File: src/rtl/stream_program_loader.sv
// rtl/stream_program_loader.sv - streams a length-prefixed, checksummed program image into program memory
module stream_program_loader #(
    parameter int DATA_WIDTH = 16,
    parameter int ADDR_WIDTH = 5
) (
    input  logic                  clock,
    input  logic                  reset,
    input  logic                  load_start,
    input  logic [DATA_WIDTH-1:0] in_data,
    input  logic                  in_valid,
    output logic                  in_ready,
    input  logic                  run,
    output logic                  mem_we,
    output logic [ADDR_WIDTH-1:0] mem_addr,
    output logic [DATA_WIDTH-1:0] mem_data,
    output logic [ADDR_WIDTH:0]   words_loaded,
    output logic                  load_done,
    output logic                  load_error,
    output logic [1:0]            err_code,
    output logic                  cpu_hold,
    output logic                  start_execution
);

    typedef enum logic [2:0] {
        IDLE   = 3'd0,
        HEADER = 3'd1,
        LOAD   = 3'd2,
        CHECK  = 3'd3,
        DONE   = 3'd4,
        ERROR  = 3'd5
    } state_t;

    localparam logic [DATA_WIDTH-1:0] DEPTH_W = DATA_WIDTH'(2 ** ADDR_WIDTH);
    localparam logic [DATA_WIDTH-1:0] ONE_W   = DATA_WIDTH'(1);
    localparam logic [ADDR_WIDTH:0]   CNT_ONE = (ADDR_WIDTH + 1)'(1);

    state_t                state;
    logic [ADDR_WIDTH:0]   length;
    logic [DATA_WIDTH-1:0] accum;
    logic                  xfer;

    assign in_ready = (state == HEADER) || (state == LOAD) || (state == CHECK);
    assign xfer     = in_valid && in_ready;

    always_ff @(posedge clock) begin
        if (reset) begin
            state           <= IDLE;
            length          <= '0;
            accum           <= '0;
            mem_we          <= 1'b0;
            mem_addr        <= '0;
            mem_data        <= '0;
            words_loaded    <= '0;
            load_done       <= 1'b0;
            load_error      <= 1'b0;
            err_code        <= 2'b00;
            cpu_hold        <= 1'b1;
            start_execution <= 1'b0;
        end else begin
            mem_we          <= 1'b0;
            start_execution <= 1'b0;
            // A restart wins over any word presented in the same cycle; that word is dropped.
            if (load_start) begin
                state        <= HEADER;
                words_loaded <= '0;
                accum        <= '0;
                load_done    <= 1'b0;
                load_error   <= 1'b0;
                err_code     <= 2'b00;
                cpu_hold     <= 1'b1;
            end else begin
                case (state)
                    IDLE: ;
                    HEADER: begin
                        if (xfer) begin
                            if (in_data >= ONE_W && in_data <= DEPTH_W) begin
                                length <= in_data[ADDR_WIDTH:0];
                                state  <= LOAD;
                            end else begin
                                state      <= ERROR;
                                load_error <= 1'b1;
                                err_code   <= 2'b01;
                            end
                        end
                    end
                    LOAD: begin
                        if (xfer) begin
                            mem_we       <= 1'b1;
                            mem_addr     <= words_loaded[ADDR_WIDTH-1:0];
                            mem_data     <= in_data;
                            words_loaded <= words_loaded + CNT_ONE;
                            accum        <= accum + in_data;
                            // length never exceeds DEPTH, so the address stops at DEPTH-1.
                            if (words_loaded + CNT_ONE == length) begin
                                state <= CHECK;
                            end
                        end
                    end
                    CHECK: begin
                        if (xfer) begin
                            if (in_data == accum) begin
                                state     <= DONE;
                                load_done <= 1'b1;
                            end else begin
                                state      <= ERROR;
                                load_error <= 1'b1;
                                err_code   <= 2'b10;
                            end
                        end
                    end
                    DONE: begin
                        if (run && cpu_hold) begin
                            start_execution <= 1'b1;
                            cpu_hold        <= 1'b0;
                        end
                    end
                    ERROR: ;
                    default: state <= IDLE;
                endcase
            end
        end
    end

endmodule

File: config.mk
export PLATFORM = sky130hd
export DESIGN_NAME = stream_program_loader
export DESIGN_NICKNAME = d
export VERILOG_FILES = /design/src/rtl/stream_program_loader.sv
export SDC_FILE = /design/constraint.sdc
export NUM_CORES = 1
export LEC_CHECK = 0
export ABC_AREA = 1
export CORE_MARGIN = 1.5
export CORE_UTILIZATION = 59
export CTS_BUF_LIST = sky130_fd_sc_hd__clkbuf_8
export DETAILED_ROUTE_END_ITERATION = 8
export PLACE_DENSITY = 0.87
export SKIP_CTS_REPAIR_TIMING = 1
export SLEW_MARGIN = 30
export SYNTH_ARGS = -nofsm -noshare
export SYNTH_HDL_FRONTEND = slang
export SYNTH_SLANG_ARGS = --single-unit
export TNS_END_PERCENT = 30
File: constraint.sdc
create_clock -name clock -period 2.8 [get_ports clock]
set_input_delay 0.56 -clock clock [delete_from_list [all_inputs] [get_ports clock]]
set_output_delay 0.56 -clock clock [all_outputs]
set_load 0.005 [all_outputs]
==> run metrics <==
combinational share of power=about a tenth; biggest area contributors in the synthesized netlist=dfxtp_1, nor2_1, nand2_1; DRC=0; Setup violations, final=0; leakage power total=approximately 1.8 nW; critical-path maximum fanout=4; R2R Path End=accum[10]; worst path bufs/invs=4; Warnings, synthesis=0; Routability Congestion=approximately 0.95; met1 routed wirelength after detailed routing=roughly 3.5 mm; kind of critical path=in2reg; required arrival time at the worst endpoint=3.03 ns; endpoint class of the critical path=flop; commonest cells in the synthesized netlist=nor2_1, nand2_1, dfxtp_1; Area Growth Syn to Fin=24.5%; routed wire length per instance=13.5 um; # rows=27; arrival time of the worst setup path=2.67 ns; worst min-delay path endpoint=mem_addr[1]; switching share of power=24.4%; number of inserted filler cells in the final layout=423; remaining number of nets flagged by the antenna check after routing=0; sequence of cells on the critical path=clkdlybuf4s50_1, ha_1, inv_1, fa_1, nand3b_1, nand2_1, a21oi_1, o21ai_0, nand2_1, inv_1, o21ai_1, nand2_1, inv_1; H-tree levels=3; internal power component=roughly 1.3 mW; vias per cell=between 5 and 6; proportion of power drawn by flip-flops and latches=about 48%; outcome=completed; Relative slew margins=67.8%; Detailed Route Iter0 Violations=roughly 190; first-pass GRT wire length=between 10 and 15 mm; antenna violations before repair=0; startpoint type of the worst setup path=input pin; Worst Clk Skew=0.0117 ns; vias in the first global route=3,142; Synth area leader=dfxtp_1; Slowest-stage cell, CP=clkdlybuf4s50_1; sinks on the clock net=between 50 and 60; initial standard-cell utilization of the core=60.7%; Die X=slightly below 80 um; clock slew seen by the registers of the worst setup and hold paths=0.06 ns; largest net degree at the start of global routing=29; area fraction of the dominant cell type after synthesis=a little over a third; detailed placer's ending HPWL=about 6.5 mm; total vias in the final route=3,430; number of register bits inferred by synthesis=59; Net Count, Synth=about 530; Synth Area per Inst=about 6.8 um^2; setup slack of the worst register-to-register path=around 0.75 ns; Top Layer Used=met4; worst ir drop on vdd=around 0.28 mV; worst hold slack=between 0.4 and 0.5 ns; net load switching power=0.433 mW; buffer levels on the longest clock path=2; # port buffers=55; Slowest Stage Delay on Critical Path=between 0.4 and 0.5 ns; routed wl met3=604 um; Final period util=just under 90%; Cell Count, Final, Fillers Out=roughly 630; pins over their slew limit=0; number of top-level design ports=56; Overflow after GRT=0; Routed Wire Length=around 8.5 mm; asr flop ratio synth=0%; drt first pass iters=6; number of placed cells counting well taps=between 600 and 700; number of buffers created by CTS=9; Total Routing Usage GR=28.6%; height of the chip=77.8 um; area of the core region=5440 um^2; PnR Total Power=roughly 1.8 mW; clk_lat worst skew=between 0.3 and 0.4 ns; critical path startpoint=in_data[0]; routed length on met2=4.11 mm; worst min path class=reg2reg; most frequent cell after synthesis=nor2_1; peak clock frequency supported by timing=0.409 GHz; Worst Tran Pin Value=0.481 ns; CTS tree=yes; clock network fraction of design power=between 40% and 50%; CTS Root Buffer Type=clkbuf_8; Worst Hold Path Cells=2; final period demand of the worst path=roughly 2.4 ns; Die ar.=about 6100 um^2; Power Dens Cells=431 nW/um^2; max-capacitance violation count=0; beginning of the worst hold path=mem_addr[1]; number of flops mapped to enable cells by yosys=0; share of layout cells above drive strength 1=6.67%; depth of the worst register-to-register path=12; synthesized area=about 3300 um^2; unrepaired setup endpoints after global routing=no; prevailing post-synth register cell=dfxtp_1; Final #Nets=a little under 600; Netlist cell types=36; n_diodes=0; start of the worst register-to-register path=accum[0]; count of mapped cells out of synthesis=just under 500; top cell family by delay on the critical path=buffers and inverters; sequential element share of the synthesized area=around 36%; final hold violation count=0; setup total negative slack=0 ns
-- layout by cell type, fill, tap and decap left out, drive strengths merged, types with 2 or more instances in the layout --
cell | synthesis | final
nand3 | 37 | 37
o21bai | 2 | 2
clkbuf | 8 | 10
clkdlybuf4s50 | 0 | 55
ha | 16 | 16
a21oi | 57 | 57
dfxtp | 59 | 59
inv | 57 | 61
nand4 | 2 | 2
buf | 6 | 9
nor2 | 97 | 97
nor3 | 8 | 8
nand3b | 3 | 3
xnor2 | 2 | 2
o21ai | 37 | 37
xor2 | 6 | 6
nand2 | 82 | 82
-- stage by stage --
stage | instance area (um^2) | worst slack, ns | util, %
floorplan | 3300 | 0.762 | -
global placement | 3930 | 0.111 | 72.2
detailed placement | 3930 | 0.0436 | 72.2
CTS | 4110 | 0.387 | 75.6
global route | 4110 | 0.172 | 75.6
finish | 4110 | 0.355 | 75.6
-- sequential cells by signal (all words and copies together), names as in the netlist --
| register | count |
|---|---|
| mem_we | 1 |
| accum | 16 |
| words_loaded | 6 |
| mem_addr | 5 |
| load_error | 1 |
| cpu_hold | 1 |
| state | 3 |
| mem_data | 16 |
| load_done | 1 |
| start_execution | 1 |
| err_code | 2 |
| length | 6 |
-- worst max-delay path by stage --
stage,to,slack (ns),depth (start not counted)
after floorplan,accum[10],0.76,12
after global placement,accum[10],0.11,13
after detailed placement,accum[10],0.04,13
after CTS,accum[10],0.39,13
after global routing,accum[10],0.17,12
final,accum[10],0.36,13
-- layout make-up --
class	instances	area, um^2	area share [%]
timing repair buffer	64	618	15.0
clock inverter	6	50.0	1.22
multi-input combinational	359	1820	44.3
clock buffer	10	138	3.35
inverter	57	214	5.20
tap	72	90.1	2.19
sequential	59	1180	28.7
-- cell families (layout without fill, tap and decap cells) --
| logic type | count (synthesis) | count (layout) | share of synthesized area (%) |
|---|---|---|---|
| flops | 59 | 59 | 35.8 |
| compound gates | 102 | 102 | 16.3 |
| fa+ha+maj | 17 | 17 | 6.67 |
| simple gates | 232 | 232 | 30.0 |
| xor+xnor | 8 | 8 | 2.12 |
| buf+inv | 71 | 137 | 9.09 |
-- layer usage --
metal  vias to the layer above  GRT usage [%]
li1                       1721              -
met1                      1556           33.9
met2                       129           49.9
met3                        24           5.18
met4                         0           12.5
met5                         -              0
-- worst reg2reg max path, delay by kind of cell (launching register included) --
family          cells  cell delay [ns]
fa+ha+maj           2             0.56
simple gates        4             0.49
compound gates      3             0.42
flops               1             0.34
buf+inv             3             0.15
-- power by group through the flow --
stage          sequential (mW)  combinational [mW]  clock (mW)
5_1_grt                  0.850               0.199       0.784
3_3_place_gp             0.868               0.176           0
4_1_cts                  0.850               0.179       0.742
3_5_place_dp             0.868               0.177           0
6_report                 0.850               0.181       0.741
2_1_floorplan            0.868              0.0988           0
No activity file was read; power rests on OpenSTA's default activity.
